## config.mk

```make
export PLATFORM = sky130hd
export DESIGN_NAME = toggle_cov_monitor_flat
export DESIGN_NICKNAME = d
export VERILOG_FILES = /design/src/rtl/toggle_cov_monitor_if.sv /design/src/rtl/toggle_cov_monitor.sv /design/src/flat_wrapper.sv
export SDC_FILE = /design/constraint.sdc
export NUM_CORES = 1
export LEC_CHECK = 0
export ABC_CLOCK_PERIOD_IN_PS = 7590
export CAP_MARGIN = 20
export CELL_PAD_IN_SITES_DETAIL_PLACEMENT = 0
export CELL_PAD_IN_SITES_GLOBAL_PLACEMENT = 1
export CORE_MARGIN = 3
export CORE_UTILIZATION = 50
export DETAILED_ROUTE_END_ITERATION = 10
export PLACE_DENSITY_LB_ADDON = 0.05
export SLEW_MARGIN = 20
export SYNTH_ARGS = -nofsm -noshare
export SYNTH_HDL_FRONTEND = slang
export SYNTH_SLANG_ARGS = --single-unit
```

## constraint.sdc

```tcl
create_clock -name clk -period 7.59 [get_ports clk]
set_clock_uncertainty 0.15 [all_clocks]
set_input_delay 0.759 -clock clk [delete_from_list [all_inputs] [get_ports clk]]
set_output_delay 0.759 -clock clk [all_outputs]
set_load 0.005 [all_outputs]
```

## src/rtl/toggle_cov_monitor_if.sv

```systemverilog
`default_nettype none
// ============================================================================
// Module      : toggle_cov_monitor_if
// Description : Bus bundle for the toggle-coverage monitor. Carries the
//               sampling controls, the watched bus, the read request/response
//               port and the status flags.
// Modports    : master - drives en, clr, sig, rd_req, rd_idx; observes results
//               slave  - the monitor itself
// Revision    : 1.0 - initial release
// ============================================================================
interface toggle_cov_monitor_if #(
  parameter int WIDTH = 8,
  parameter int CNT_W = 8,
  parameter int IDX_W = $clog2(WIDTH + 1)
) ();
  logic             en;
  logic             clr;
  logic [WIDTH-1:0] sig;
  logic             rd_req;
  logic [IDX_W-1:0] rd_idx;
  logic             rd_valid;
  logic             rd_err;
  logic [CNT_W-1:0] rd_rise;
  logic [CNT_W-1:0] rd_fall;
  logic             covered;
  logic             sat;

  modport master (
    output en, clr, sig, rd_req, rd_idx,
    input  rd_valid, rd_err, rd_rise, rd_fall, covered, sat
  );

  modport slave (
    input  en, clr, sig, rd_req, rd_idx,
    output rd_valid, rd_err, rd_rise, rd_fall, covered, sat
  );
endinterface
`default_nettype wire

```

## src/rtl/toggle_cov_monitor.sv

```systemverilog
`default_nettype none
// ============================================================================
// Module      : toggle_cov_monitor
// Description : Per-bit toggle-coverage monitor. Keeps saturating rise and
//               fall counters for each included bit of a watched bus, with a
//               one-cycle-latency readout, a sticky saturation flag and a
//               registered fully-covered flag.
// Ports       : clk      - clock, all logic on posedge
//               rst      - synchronous active-high reset
//               bus      - toggle_cov_monitor_if.slave
//                 en       sampling enable
//                 clr      synchronous clear of counters and flags
//                 sig      watched bus (WIDTH bits)
//                 rd_req   read request, rd_idx selects the bit
//                 rd_valid read data valid one cycle after rd_req
//                 rd_err   rd_idx out of range (qualified by rd_valid)
//                 rd_rise  rise count of the requested bit
//                 rd_fall  fall count of the requested bit
//                 covered  every included bit has risen and fallen
//                 sat      sticky, some counter reached its maximum
// Revision    : 1.0 - initial release
// ============================================================================
module toggle_cov_monitor #(
  parameter int               WIDTH = 8,
  parameter int               CNT_W = 8,
  parameter logic [WIDTH-1:0] MASK  = {WIDTH{1'b1}},
  parameter int               IDX_W = $clog2(WIDTH + 1)
) (
  input logic                 clk,
  input logic                 rst,
  toggle_cov_monitor_if.slave bus
);

  localparam logic [CNT_W-1:0] c_CNT_MAX   = {CNT_W{1'b1}};
  localparam logic [IDX_W-1:0] c_IDX_LIMIT = IDX_W'(WIDTH);

  // The first enabled sample after reset or a disabled gap only loads the
  // reference value; counting starts from the following sample.
  typedef enum logic [0:0] {
    ST_UNPRIMED = 1'b0,
    ST_PRIMED   = 1'b1
  } state_t;

  state_t           r_state;
  state_t           w_state_nxt;
  logic             w_count;
  logic [WIDTH-1:0] r_prev;

  logic [CNT_W-1:0] w_rise_cur [WIDTH];
  logic [CNT_W-1:0] w_fall_cur [WIDTH];
  logic [CNT_W-1:0] w_rise_nxt [WIDTH];
  logic [CNT_W-1:0] w_fall_nxt [WIDTH];

  logic             w_cov_nxt;
  logic             w_any_max;
  logic [CNT_W-1:0] w_rd_rise;
  logic [CNT_W-1:0] w_rd_fall;
  logic             w_rd_err;

  logic             r_covered;
  logic             r_sat;
  logic             r_rd_valid;
  logic             r_rd_err;
  logic [CNT_W-1:0] r_rd_rise;
  logic [CNT_W-1:0] r_rd_fall;

  // --------------------------------------------------------------------------
  // Priming FSM
  // --------------------------------------------------------------------------
  always_ff @(posedge clk) begin
    if (rst) begin
      r_state <= ST_UNPRIMED;
    end else begin
      r_state <= w_state_nxt;
    end
  end

  always_comb begin
    w_state_nxt = r_state;
    w_count     = 1'b0;
    case (r_state)
      ST_UNPRIMED: begin
        if (bus.en) w_state_nxt = ST_PRIMED;
      end
      ST_PRIMED: begin
        if (bus.en) w_count = 1'b1;
        else        w_state_nxt = ST_UNPRIMED;
      end
      default: w_state_nxt = ST_UNPRIMED;
    endcase
  end

  // Reference sample follows sig only while enabled, so changes during a
  // disabled gap are never seen as edges.
  always_ff @(posedge clk) begin
    if (rst) begin
      r_prev <= '0;
    end else if (bus.en) begin
      r_prev <= bus.sig;
    end
  end

  // --------------------------------------------------------------------------
  // Per-bit counters; excluded bits have no storage and read as zero.
  // --------------------------------------------------------------------------
  for (genvar gi = 0; gi < WIDTH; gi++) begin : g_bit
    if (MASK[gi]) begin : g_cnt
      logic [CNT_W-1:0] r_rise;
      logic [CNT_W-1:0] r_fall;
      logic             w_rise_edge;
      logic             w_fall_edge;

      assign w_rise_edge = w_count & ~r_prev[gi] &  bus.sig[gi];
      assign w_fall_edge = w_count &  r_prev[gi] & ~bus.sig[gi];

      // clr wins over a same-cycle edge.
      assign w_rise_nxt[gi] = bus.clr ? '0 :
                              (w_rise_edge && (r_rise != c_CNT_MAX)) ? r_rise + 1'b1 :
                              r_rise;
      assign w_fall_nxt[gi] = bus.clr ? '0 :
                              (w_fall_edge && (r_fall != c_CNT_MAX)) ? r_fall + 1'b1 :
                              r_fall;

      always_ff @(posedge clk) begin
        if (rst) begin
          r_rise <= '0;
          r_fall <= '0;
        end else begin
          r_rise <= w_rise_nxt[gi];
          r_fall <= w_fall_nxt[gi];
        end
      end

      assign w_rise_cur[gi] = r_rise;
      assign w_fall_cur[gi] = r_fall;
    end else begin : g_nocnt
      assign w_rise_cur[gi] = '0;
      assign w_fall_cur[gi] = '0;
      assign w_rise_nxt[gi] = '0;
      assign w_fall_nxt[gi] = '0;
    end
  end

  // --------------------------------------------------------------------------
  // Status flags
  // --------------------------------------------------------------------------
  // covered looks at post-update counter values so it rises on the cycle
  // after the completing edge; excluded bits never hold it low.
  always_comb begin
    w_cov_nxt = 1'b1;
    for (int i = 0; i < WIDTH; i++) begin
      if (MASK[i] && ((w_rise_nxt[i] == '0) || (w_fall_nxt[i] == '0))) begin
        w_cov_nxt = 1'b0;
      end
    end
  end

  // sat looks at the registered counters, so it follows one cycle after a
  // counter shows its maximum.
  always_comb begin
    w_any_max = 1'b0;
    for (int i = 0; i < WIDTH; i++) begin
      if ((w_rise_cur[i] == c_CNT_MAX) || (w_fall_cur[i] == c_CNT_MAX)) begin
        w_any_max = 1'b1;
      end
    end
  end

  always_ff @(posedge clk) begin
    if (rst) begin
      r_covered <= 1'b0;
      r_sat     <= 1'b0;
    end else begin
      r_covered <= bus.clr ? 1'b0 : w_cov_nxt;
      r_sat     <= bus.clr ? 1'b0 : (r_sat | w_any_max);
    end
  end

  // --------------------------------------------------------------------------
  // Read port: returns counter values as they stood before this cycle's
  // update. Out-of-range indices match no bit and so read zero.
  // --------------------------------------------------------------------------
  always_comb begin
    w_rd_rise = '0;
    w_rd_fall = '0;
    for (int i = 0; i < WIDTH; i++) begin
      if (bus.rd_idx == IDX_W'(i)) begin
        w_rd_rise = w_rise_cur[i];
        w_rd_fall = w_fall_cur[i];
      end
    end
  end

  assign w_rd_err = (bus.rd_idx >= c_IDX_LIMIT);

  always_ff @(posedge clk) begin
    if (rst) begin
      r_rd_valid <= 1'b0;
      r_rd_err   <= 1'b0;
      r_rd_rise  <= '0;
      r_rd_fall  <= '0;
    end else begin
      r_rd_valid <= bus.rd_req;
      if (bus.rd_req) begin
        r_rd_err  <= w_rd_err;
        r_rd_rise <= w_rd_rise;
        r_rd_fall <= w_rd_fall;
      end
    end
  end

  assign bus.rd_valid = r_rd_valid;
  assign bus.rd_err   = r_rd_err;
  assign bus.rd_rise  = r_rd_rise;
  assign bus.rd_fall  = r_rd_fall;
  assign bus.covered  = r_covered;
  assign bus.sat      = r_sat;

endmodule
`default_nettype wire

```

## src/flat_wrapper.sv

```systemverilog
// flat-port wrapper written by rule: the top's interface ports become plain ports
module toggle_cov_monitor_flat 
#(
  parameter int               WIDTH = 8,
  parameter int               CNT_W = 8,
  parameter logic [WIDTH-1:0] MASK  = {WIDTH{1'b1}},
  parameter int               IDX_W = $clog2(WIDTH + 1)
)
  (clk, rst, bus_en, bus_clr, bus_sig, bus_rd_req, bus_rd_idx, bus_rd_valid, bus_rd_err, bus_rd_rise, bus_rd_fall, bus_covered, bus_sat);
  toggle_cov_monitor_if #(.WIDTH(WIDTH), .CNT_W(CNT_W), .IDX_W(IDX_W)) bus_i ();
  input logic clk;
  input logic rst;
  input wire logic [$bits(bus_i.en)-1:0] bus_en;
  input wire logic [$bits(bus_i.clr)-1:0] bus_clr;
  input wire logic [$bits(bus_i.sig)-1:0] bus_sig;
  input wire logic [$bits(bus_i.rd_req)-1:0] bus_rd_req;
  input wire logic [$bits(bus_i.rd_idx)-1:0] bus_rd_idx;
  output wire logic [$bits(bus_i.rd_valid)-1:0] bus_rd_valid;
  output wire logic [$bits(bus_i.rd_err)-1:0] bus_rd_err;
  output wire logic [$bits(bus_i.rd_rise)-1:0] bus_rd_rise;
  output wire logic [$bits(bus_i.rd_fall)-1:0] bus_rd_fall;
  output wire logic [$bits(bus_i.covered)-1:0] bus_covered;
  output wire logic [$bits(bus_i.sat)-1:0] bus_sat;
  assign bus_i.en = bus_en;
  assign bus_i.clr = bus_clr;
  assign bus_i.sig = bus_sig;
  assign bus_i.rd_req = bus_rd_req;
  assign bus_i.rd_idx = bus_rd_idx;
  assign bus_rd_valid = bus_i.rd_valid;
  assign bus_rd_err = bus_i.rd_err;
  assign bus_rd_rise = bus_i.rd_rise;
  assign bus_rd_fall = bus_i.rd_fall;
  assign bus_covered = bus_i.covered;
  assign bus_sat = bus_i.sat;
  toggle_cov_monitor #(.WIDTH(WIDTH), .CNT_W(CNT_W), .MASK(MASK), .IDX_W(IDX_W)) u_core (.clk(clk), .rst(rst), .bus(bus_i));
endmodule
```

==> results of run 1 <==
[layout by cell type, fill, tap and decap left out, types with 5 or more instances in the layout]
cell type                         synthesis  final
sky130_fd_sc_hd__nor2_1                 196    195
sky130_fd_sc_hd__dfxtp_1                157    157
sky130_fd_sc_hd__nand2_1                105    105
sky130_fd_sc_hd__xor2_1                  61     61
sky130_fd_sc_hd__nand3_1                 53     53
sky130_fd_sc_hd__xnor2_1                 49     49
sky130_fd_sc_hd__nor3_1                  49     49
sky130_fd_sc_hd__mux2i_1                 45     45
sky130_fd_sc_hd__nand4_1                 38     38
sky130_fd_sc_hd__clkdlybuf4s50_1          0     35
sky130_fd_sc_hd__o21ai_0                 32     32
sky130_fd_sc_hd__a21oi_1                 31     31
sky130_fd_sc_hd__a22oi_1                 24     24
sky130_fd_sc_hd__and3_1                  18     18
sky130_fd_sc_hd__clkbuf_16                0     17
sky130_fd_sc_hd__nor2b_1                 16     16
sky130_fd_sc_hd__ha_1                    16     16
sky130_fd_sc_hd__inv_1                   15     15
sky130_fd_sc_hd__nor4_1                  15     15
sky130_fd_sc_hd__a31oi_1                 14     14
sky130_fd_sc_hd__a211oi_1                12     12
sky130_fd_sc_hd__and4_1                  11     11
sky130_fd_sc_hd__nand4b_1                11     11
sky130_fd_sc_hd__and4b_1                  9      9
sky130_fd_sc_hd__or3_1                    9      9
sky130_fd_sc_hd__nand2b_1                 8      8
sky130_fd_sc_hd__buf_4                    4      8
sky130_fd_sc_hd__clkinv_2                 0      7
sky130_fd_sc_hd__nand3b_1                 6      6
sky130_fd_sc_hd__o31ai_1                  6      6
sky130_fd_sc_hd__and2_1                   5      5
sky130_fd_sc_hd__mux4_2                   5      5
[power by group]
part / internal [mW] / switching [mW] / total [mW]
clock network: 0.422 / 0.352 / 0.774
registers: 0.832 / 0.00982 / 0.842
logic: 0.0360 / 0.0554 / 0.0914
total: 1.29 / 0.417 / 1.71
[cell type report]
cell class	instances	area (sq um)	share of cell area (%)
inverters	15	56.3	0.552
multi-input cells	920	5780	56.7
well taps	229	287	2.81
clock buffers	20	447	4.38
flip-flops and latches	157	3140	30.8
clock inverters	12	73.8	0.723
repair buffers	44	415	4.07
[per-stage QoR]
stage / util [%] / hold WS (ns) / setup WS, ns
3_3_place_gp: 53.3 / 0.330 / 3.40
5_1_grt: 56.2 / 0.392 / 3.37
2_1_floorplan: - / 0.317 / 4.85
3_5_place_dp: 53.3 / 0.328 / 3.30
6_report: 56.2 / 0.340 / 3.61
4_1_cts: 56.2 / 0.341 / 3.75
[registers in the layout, summed over array words and instances, names as in the netlist]
name and flops:
u_core.g_bit.g_cnt.r_fall 64, u_core.bus.rd_fall 8, u_core.bus.sat 1, u_core.bus.rd_err 1, u_core.r_state 1, u_core.bus.rd_valid 1
u_core.bus.covered 1, u_core.bus.rd_rise 8, u_core.g_bit.g_cnt.r_rise 64, u_core.r_prev 8
[metal layers]
layer	GRT usage [%]	routed length [microns]
met3	4.94	1320
met2	40.3	11700
met1	35.4	12200
met5	0	0
met4	7.25	521
[critical path, cell delays in order]
cell and delay (ns):
sky130_fd_sc_hd__clkdlybuf4s50_1 1.00, sky130_fd_sc_hd__nor2b_1 0.85, sky130_fd_sc_hd__nor2b_1 0.98, sky130_fd_sc_hd__a22oi_1 0.21, sky130_fd_sc_hd__nand4_1 0.18, sky130_fd_sc_hd__a21oi_1 0.05, sky130_fd_sc_hd__nor3_1 0.16
[how the worst max path moves through the flow]
stage                            end  slack (ns)  cells past startpoint
6_report       u_core.bus.rd_fall[7]        3.61                      7
5_1_grt        u_core.bus.rd_fall[5]        3.37                      7
3_3_place_gp   u_core.bus.rd_rise[2]        3.40                      7
3_5_place_dp   u_core.bus.rd_fall[5]        3.30                      7
4_1_cts        u_core.bus.rd_fall[5]        3.75                      7
2_1_floorplan     u_core.bus.covered        4.85                      9
[cells by family (layout without fill, tap and decap cells)]
| group | after synthesis | after routing | synth area share, % |
|---|---|---|---|
| and+or+nand+nor | 567 | 567 | 30.1 |
| AOI/OAI and AO/OA | 173 | 173 | 12.8 |
| DFF | 157 | 157 | 33.7 |
| xor gates and xnor gates | 110 | 110 | 10.3 |
| buffers and inverters | 102 | 91 | 4.36 |
| muxes | 54 | 54 | 6.52 |
| adders and majority gates | 16 | 16 | 2.15 |
==> impl_results.md, run 1 <==
- Share of the cycle needed by the critical path after routing: 52.4%
- Number of cells traversed by the worst register-to-register path: 7
- Vert. Die Dim: 143 microns
- Count of different cell masters after synthesis: just under 70
- Warnings, synthesis: 0
- Hold Path Sink: u_core.bus.rd_rise[2]
- Startpoint type of the worst setup path: input pin
- Aggregate negative setup slack: 0 ns
- Reg-to-reg startpoint: u_core.r_state
- End of the worst register-to-register path: u_core.bus.covered
- Resized Gates After CTS: 0
- Most used flip-flop cell after synthesis: sky130_fd_sc_hd__dfxtp_1
- Initial DRT Pass Iterations: 5
- Area contributors post-synth: sky130_fd_sc_hd__dfxtp_1, sky130_fd_sc_hd__nor2_1, sky130_fd_sc_hd__xor2_1
- GRT Overall Usage: around 25%
- Synth-to-Final Area Change: 9.46%
- Number of failing setup endpoints in the final timing report: 0
- Starting DRT DRC Count: between 400 and 500
- First-pass GRT wire length: about 41,000 microns
- Count of antenna-violating nets left after detailed routing: 0
- Leakage power: approximately 3.5 nW
- Kind of path behind the tightest hold check: reg2reg
- Cell area after layout: slightly above 0.01 sq mm
- Post-synthesis average cell area: 7.91 sq um
- Vias post-DR: between 8,000 and 9,000
- Worst ir drop on vdd: between 0.15 and 0.2 mV
- Fraction of synthesis flops using an asynchronous set or reset pin: 0%
- CTS tree: done
- Largest net degree at the start of global routing: 82
- Die Wd: 143 microns
- Count of non-filler cells in the finished layout: between 1,000 and 1,500
- Least-Margin Pin Slew: 1.14 ns
- CTS sink count: roughly 160
- CTS buffer count: 17
- Crit path arrival time: between 4 and 5 ns
- Status: completed
- Sum of routed wire length over all layers: 25,800 microns
- Nets@finish: ~1,200
- Cell area after synthesis: about 0.0093 sq mm
- Antenna Diode Count: 0
- Vias in the first global route: around 7,400
- Cell with the most instances after synthesis: sky130_fd_sc_hd__nor2_1
- Insertion delay of the later-clocked pin in the worst-skew pair: 0.44 ns
- Initial antenna violation count: 0
- Detailed placement HPWL: between 15,000 and 20,000 microns
- Hold bufs inserted after CTS: 0
- Launching element of the worst setup path: bus_rd_idx[1]
- Max-slew headroom at the worst pin: 23.9%
- Highest achievable clock rate: ~250 MHz
- Proportion of netlist area held by the largest area contributor: 33.7%
- R2R setup slack: roughly 4.2 ns
- Number of hold-slack violations in the final timing report: 0
- Max-slew violation count: 0
- Global-route congestion overflow total: 0
- Routability-driven placement congestion ratio: 0.847
- H-Tree Depth: 4
- Vias per std cell: ~5.9
- Synth cell count leaders: sky130_fd_sc_hd__nor2_1, sky130_fd_sc_hd__dfxtp_1, sky130_fd_sc_hd__nand2_1, sky130_fd_sc_hd__clkbuf_1, sky130_fd_sc_hd__xor2_1
- I/O pin count: 37
- Largest area contributor in the synthesized netlist: sky130_fd_sc_hd__dfxtp_1
- Initial core utilization: between 50% and 60%
- Data required time at the worst endpoint: 7.79 ns
- Number of storage elements in the synthesis netlist: approximately 160
- Number of rows created at floorplan: 49
- Total die area: 0.0203 sq mm
- Max capacitance violation total: 0
- Drc violations: 0
- Number of nets produced by synthesis: 1,212
- Type of the worst setup path: in2reg
- Fraction of the yosys area taken by sequential cells: around a third
- Buffers inserted during post-CTS setup optimization: 0
- Power consumption: between 1.5 and 2 mW
- Synthesized netlist cell count: around 1,200
- Endpoint type of the worst setup path: register
- Number of buffer cells added on primary ports: 36
- Worst-path maximum fanout: 20
- WL/cell: 18.4 microns
- Number of instances in the placed design: about 1,400
- Core region area: roughly 0.018 sq mm
- Fraction of final layout cells sized beyond drive strength 1: ~5.6%
- Number of cells on the worst hold path: 2
- Cell at the root of the clock tree: sky130_fd_sc_hd__clkbuf_16
- Min-delay src: u_core.bus.rd_rise[2]
- Power Density: between 150 and 200 mW/mm^2
- Maximum count of clock buffers along a single path: 2
- Area after detailed placement: slightly below 0.01 sq mm
- Number of enable flip-flop cells after synthesis: 0
- Clock-pin transition on the worst setup and hold timing paths: 0.06 ns
- Crit path time final: roughly 4.0 ns
- RSZ-0062 raised after global routing: false
- Fill cell total of the finished layout: around 1,700
Note: power is estimated with default switching activity, not from simulation.
==> inputs of run 2 (changes only) <==
ABC_CLOCK_PERIOD_IN_PS = 3220   (was 7590)
CORE_UTILIZATION = 42   (was 50)
clock period = 3.22 ns   (was 7.59 ns; I/O delays follow)
==> run 2 against run 1 <==
  * Wire length is 5.1% higher
  * Via count hardly changed
  * Total power is 150% higher
  * Cell count is 5.8% higher
  * Final area is 4.0% higher
  * Worst setup slack worse by 3.4 ns
  * Global-route usage is 2.7 points lower
  * Flip-flop and latch count stayed put
  * Sequential power is 140% higher
  * Critical path type is now reg2reg
  * Highest routed layer unchanged
==> impl_results.md, run 2 (synthesis results as in run 1) <==
- Total die area: 0.0240 sq mm (+18%)
- Starting DRT DRC Count: 589 (+26%)
- Number of rows created at floorplan: 53 (+8.2%)
- Highest achievable clock rate: ~330 MHz
- Die Wd: 155 microns (+8.7%)
- Top delay family on crit path: simple AND/OR/NAND/NOR gates
- First-pass GRT wire length: 43,600 microns (+6.6%)
- Type of the worst setup path: reg2reg
- Vias post-DR: 8,314 (+0.096%)
- Combined area of the multi-input logic cells: 0.00578 sq mm (about the same)
- Worst path buffer plus inverter count: 1 (unchanged)
- Aggregate negative setup slack: 0 ns (unchanged)
- Endpoint type of the worst setup path: register
- Data required time at the worst endpoint: 3.38 ns (-4.41 ns)
- Detailed placement HPWL: 19,700 microns (+6.7%)
- WL/cell: 18.3 microns (-0.69%)
- Routability-driven placement congestion ratio: 0.890 (+5.1%)
- Number of hold-slack violations in the final timing report: 0 (unchanged)
- Worst-path maximum fanout: 16 (-20%)
- Final-layout worst hold slack: 0.245 ns (-0.0958 ns)
- Max-slew violation count: 0 (unchanged)
- CTS sink count: 157 (unchanged)
- Startpoint type of the worst setup path: register
- Seq. cell area: 0.00314 sq mm (unchanged)
- Initial antenna violation count: 0 (unchanged)
- RSZ-0062 raised after global routing: false
- Slowest stage cell on the critical path: sky130_fd_sc_hd__dfxtp_1
- Crit path time final: around 3.0 ns
- Resized Gates After CTS: 0 (unchanged)
- Most frequent standard cell in the layout excluding fill and tap cells: sky130_fd_sc_hd__nor2_1
- Insertion delay of the later-clocked pin in the worst-skew pair: 0.43 ns (about the same)
- Cell area after layout: 0.0106 sq mm (+4.0%)
- Antenna Diode Count: 0 (unchanged)
- Clock-pin transition on the worst setup and hold timing paths: 0.06 ns (about the same)
- Vert. Die Dim: 155 microns (+8.7%)
- Fraction of final layout cells sized beyond drive strength 1: 8.15% (+2.6 points)
- I/O pin count: 37 (unchanged)
- Max-slew headroom at the worst pin: 31.4% (+7.5 points)
- Final core utilization: 49.5% (-6.7 points)
- Count of antenna-violating nets left after detailed routing: 0 (unchanged)
- Max capacitance violation total: 0 (unchanged)
- Sum of routed wire length over all layers: 27,100 microns (+5.1%)
- Fill cell total of the finished layout: 2,187 (+26%)
- Leakage power: 3.69 nW (+6.1%)
- H-Tree Depth: 4 (unchanged)
- Number of buffer cells added on primary ports: 36 (unchanged)
- Buffers inserted during post-CTS setup optimization: 0 (unchanged)
- Number of failing setup endpoints in the final timing report: 0 (unchanged)
- Kind of path behind the tightest hold check: in2reg
- GRT Overall Usage: 22.7% (-2.7 points)
- Worst ir drop on vdd: 0.285 mV (+80%)
- Core region area: 0.0214 sq mm (+18%)
- Commonest cells after routing, fill and taps aside: sky130_fd_sc_hd__nor2_1, sky130_fd_sc_hd__dfxtp_1, sky130_fd_sc_hd__nand2_1
- Hold bufs inserted after CTS: 0 (unchanged)
- Share of the cycle needed by the critical path after routing: ~93%
- Delay of the slowest cell on the worst path: 0.75 ns (-0.25 ns)
- Status: completed
- Largest net degree at the start of global routing: 94 (+15%)
- Initial core utilization: 43.5% (-7.8 points)
- Largest registers: u_core.g_bit.g_cnt.r_fall x64, u_core.g_bit.g_cnt.r_rise x64
- Cell at the root of the clock tree: sky130_fd_sc_hd__clkbuf_16
- Synth-to-Final Area Change: 13.8%
- Vias in the first global route: 7,768 (+4.5%)
- Power Density: 400 mW/mm^2 (+140%)
- R2R setup slack: 0.23 ns (-3.95 ns)
- Crit path arrival time: 3.15 ns (-1.03 ns)
- Nets@finish: 1,223 (+2.9%)
- Global-route congestion overflow total: 0 (unchanged)
- Initial DRT Pass Iterations: 6 (+1)
- Drc violations: 0 (unchanged)
- Vias per std cell: 5.63 (-5.4%)
- CTS buffer count: 17 (unchanged)
- Critical-path cell list: buf_4, nand4b_1, or2_1, mux2i_1, a2111oi_0, nand3_1, nand4_1, nor4_2
- Area after detailed placement: 0.0100 sq mm (+3.7%)
- CTS tree: done
- Least-Margin Pin Slew: 1.02 ns (-0.115 ns)
- Maximum count of clock buffers along a single path: 2 (unchanged)
## run 2: cell types whose count changed in the layout (fill, tap and decap cells not counted), sizes merged
| cell | before | now |
|---|---|---|
| buf | 9 | 44 |
| bufinv | 0 | 2 |
| clkbuf | 20 | 21 |
| clkinv | 8 | 5 |
## run 2: through the flow
step                      worst slack [ns]  power (mW)  cells
after global placement               0.151        2.28   1446
after floorplan                      0.684        2.15   1179
after detailed placement             0.129        2.27   1446
final                                0.227        4.24   1478
after global routing                0.0681        4.38   1478
after CTS                            0.284        4.28   1478
## run 2: final timing paths
path	startpoint	to	cells past startpoint
hold / removal	rst	u_core.bus.covered	5
setup / recovery	u_core.r_state	u_core.bus.covered	8
hold reg to reg	u_core.bus.rd_rise[6]	u_core.bus.rd_rise[6]	2
setup reg to reg	u_core.r_state	u_core.bus.covered	8
## run 2: metal layers
layer / wire, microns / global-route usage [%] / part of all wire (%) / vias to the layer above
met4: 281 / 4.58 / 1.0 / 0
li1: - / - / - / 4220
met3: 1210 / 4.01 / 4.5 / 21
met5: 0 / 0 / 0 / -
met2: 12200 / 35.0 / 45 / 169
met1: 13400 / 33.5 / 49 / 3904
## run 2: area by class of cell
| class | instances | share of cell area, % |
|---|---|---|
| clock buffers | 21 | 4.25 |
| clock inverters | 11 | 1.12 |
| inverters | 15 | 0.531 |
| multi-input cells | 920 | 54.5 |
| flip-flops and latches | 157 | 29.6 |
| well taps | 275 | 3.24 |
| repair buffers | 79 | 6.75 |
## run 2: where the power goes
group / internal (mW) / switching [mW]
logic: 0.103 / 0.148
registers: 1.96 / 0.0185
clock network: 1.16 / 0.850
total: 3.22 / 1.02
## run 2: tightest hold or removal path, cell delays in order
cell	delay, ns
sky130_fd_sc_hd__buf_2	0.11
sky130_fd_sc_hd__or2_4	0.14
sky130_fd_sc_hd__nor4_2	0.05
sky130_fd_sc_hd__nand4_1	0.10
sky130_fd_sc_hd__nor4_2	0.05
==> inputs of run 3 (changes only) <==
CORE_ASPECT_RATIO = 1.4   (was not set)
==> run 3 against run 2 <==
  * Flip-flop and latch count unchanged
  * Largest power group unchanged
  * Die area grew 0.10%
  * Highest routed layer unchanged
  * Global-route usage shrank 0.24 points
  * Sequential share of layout area shrank 0.41 points
  * Non-clock buffer count up 3
  * First-iteration DRC count shrank 12%
  * Clock-buffer cell count decreased by 2
  * Fmax increased by 3.4%
  * Clock power rose by 14%
==> impl_results.md, run 3 (synthesis results as in run 1) <==
- Switching portion of total power: 22.7% (-1.2 points)
- H-Tree Depth: 4 (unchanged)
- Antenna Diode Count: 0 (unchanged)
- Vias post-DR: 8,508 (+2.3%)
- Number of cells on the worst hold path: 5 (unchanged)
- Resized Gates After CTS: 0 (unchanged)
- Fraction of final layout cells sized beyond drive strength 1: 8.62% (+0.48 points)
- Reg-to-reg startpoint: u_core.r_state
- Maximum count of clock buffers along a single path: 2 (unchanged)
- Routability-driven placement congestion ratio: 0.885 (-0.63%)
- PnR worst setup slack: 0.326 ns (+0.0994 ns)
- Final core utilization: 50.0% (+0.47 points)
- Sum of routed wire length over all layers: 26,700 microns (-1.1%)
- Vert. Die Dim: 182 microns (+18%)
- Starting DRT DRC Count: 516 (-12%)
- Commonest cells after routing, fill and taps aside: sky130_fd_sc_hd__nor2_1, sky130_fd_sc_hd__dfxtp_1, sky130_fd_sc_hd__nand2_1
- Share of the cycle needed by the critical path after routing: 89.9% (-3.1 points)
- Initial DRT Pass Iterations: 5 (-1)
- Final-layout worst hold slack: 0.233 ns (-0.0115 ns)
- Power consumption: 4.52 mW (+6.5%)
- Endpoint type of the worst setup path: register
- Number of rows created at floorplan: 63 (+19%)
- Clk pwr share: 50.6% (+3.2 points)
- Worst ir drop on vdd: 0.385 mV (+35%)
- Nets@finish: 1,226 (+0.25%)
- Part of the total power dissipated in sequential elements: 43.8% (-2.9 points)
- I/O pin count: 37 (unchanged)
- Vias in the first global route: 8,019 (+3.2%)
- Startpoint type of the worst setup path: register
- Max capacitance violation total: 0 (unchanged)
- Hold bufs inserted after CTS: 0 (unchanged)
- Largest registers: u_core.g_bit.g_cnt.r_fall x64, u_core.g_bit.g_cnt.r_rise x64
- Insertion delay of the later-clocked pin in the worst-skew pair: 0.43 ns (about the same)
- Vias per std cell: 5.68 (+0.97%)
- Max-slew headroom at the worst pin: 37.5% (+6.1 points)
- WL/cell: 17.9 microns (-2.5%)
- Cell at the root of the clock tree: sky130_fd_sc_hd__clkbuf_16
- Hold Path Sink: u_core.bus.covered
- CTS tree: done
- Detailed placement HPWL: 19,700 microns (about the same)
- Die Wd: 132 microns (-15%)
- Count of antenna-violating nets left after detailed routing: 0 (unchanged)
- Data required time at the worst endpoint: 3.40 ns (+0.02 ns)
- Comb pwr share: 5.6% (-0.3 points)
- Number of buffer cells added on primary ports: 36 (unchanged)
- RSZ-0062 raised after global routing: false
- GRT Overall Usage: 22.5% (-0.24 points)
- Clock-pin transition on the worst setup and hold timing paths: 0.06 ns (about the same)
- Seq. cell area: 0.00314 sq mm (unchanged)
- First-pass GRT wire length: 43,600 microns (about the same)
- Core region area: 0.0215 sq mm (+0.47%)
- Kind of path behind the tightest hold check: in2reg
- Status: completed
- Number of hold-slack violations in the final timing report: 0 (unchanged)
- Worst slack at placement: 0.143 ns (+0.0133 ns)
- Combined area of the multi-input logic cells: 0.00578 sq mm (unchanged)
- Number of failing setup endpoints in the final timing report: 0 (unchanged)
- Crit path arrival time: 3.07 ns (-0.08 ns)
- Type of the worst setup path: reg2reg
- Aggregate negative setup slack: 0 ns (unchanged)
- Initial antenna violation count: 0 (unchanged)
- Initial core utilization: 43.3% (-0.20 points)
- Highest achievable clock rate: 346 MHz (+3.4%)
- Largest net degree at the start of global routing: 64 (-32%)
- Least-Margin Pin Slew: 0.930 ns (-0.0942 ns)
- Buffers inserted during post-CTS setup optimization: 0 (unchanged)
- Net switching power: 1.03 mW (+1.0%)
- Drc violations: 0 (unchanged)
- Total die area: 0.0240 sq mm (+0.10%)
- Global-route congestion overflow total: 0 (unchanged)
- Fill cell total of the finished layout: 2,184 (-0.14%)
- R2R setup slack: 0.33 ns (+0.10 ns)
- End of the worst register-to-register path: u_core.bus.covered
- Number of cells traversed by the worst register-to-register path: 9 (+1)
- CTS sink count: 157 (unchanged)
- Most frequent standard cell in the layout excluding fill and tap cells: sky130_fd_sc_hd__nor2_1
- Max-slew violation count: 0 (unchanged)
- Crit path time final: 2.89 ns (-0.0994 ns)
- Power Density: 420 mW/mm^2 (+5.1%)
- CTS buffer count: 17 (unchanged)
- Min-delay src: rst
- Leakage power: 3.76 nW (+1.9%)
- Worst-path maximum fanout: 15 (-1)
- Synth-to-Final Area Change: 15.4%
- Int Pwr: 3.49 mW (+8.3%)
[run 3: cell types whose count changed in the layout (fill, tap and decap cells not counted), sizes merged]
cell	delta
bufinv	+3
buf	+3
clkinvlp	-2
clkbuf	-2
inv	+2
clkinv	-1
[run 3: critical path, stage by stage (launching register included)]
cell	delay [ns]
sky130_fd_sc_hd__dfxtp_1	0.69
sky130_fd_sc_hd__buf_4	0.24
sky130_fd_sc_hd__nand4b_1	0.21
sky130_fd_sc_hd__nor2_1	0.31
sky130_fd_sc_hd__and4_1	0.23
sky130_fd_sc_hd__o211ai_1	0.09
sky130_fd_sc_hd__a2111oi_0	0.53
sky130_fd_sc_hd__nor2_1	0.16
sky130_fd_sc_hd__nand4_1	0.13
sky130_fd_sc_hd__nor4_2	0.05
[run 3: final cells by class]
type	count	area share [%]
clock buffer	19	4.21
clock inverter	13	1.95
multi-input combinational	920	53.7
sequential	157	29.2
tap	292	3.40
timing repair buffer	82	6.98
inverter	15	0.523
[run 3: metrics by stage]
step	std cells	cell area (sq um)
after floorplan	1179	9320
after global placement	1466	10100
after detailed placement	1466	10100
after CTS	1498	10800
after global routing	1498	10800
final	1498	10800
[run 3: how the worst max path moves through the flow]
| stage | end | depth (start not counted) | startpoint | slack, ns |
|---|---|---|---|---|
| 6_report | u_core.bus.covered | 9 | u_core.r_state | 0.33 |
| 5_1_grt | u_core.bus.covered | 9 | u_core.r_state | 0.11 |
| 4_1_cts | u_core.bus.covered | 9 | u_core.r_state | 0.30 |
| 3_5_place_dp | u_core.bus.covered | 10 | bus_en | 0.14 |
| 3_3_place_gp | u_core.bus.covered | 10 | bus_en | 0.17 |
| 2_1_floorplan | u_core.bus.covered | 10 | u_core.g_bit[3].g_cnt.r_fall[0] | 0.68 |
[run 3: per-layer routing]
metal  part of all wire (%)  wire [microns]  up-vias  track usage [%]
met3                    3.6             958       28             3.42
met2                     49           13200      184             38.8
li1                       -               -     4232                -
met1                     45           12100     4064             28.7
met5                      0               0        -                0
met4                    2.1             566        0             7.52
[run 3: power groups by stage]
stage / clock network [mW] / logic (mW) / registers (mW)
final: 2.29 / 0.252 / 1.98
after global routing: 2.41 / 0.275 / 1.98
after CTS: 2.34 / 0.255 / 1.98
after detailed placement: 0 / 0.254 / 2.02
after global placement: 0 / 0.254 / 2.02
after floorplan: 0 / 0.131 / 2.02
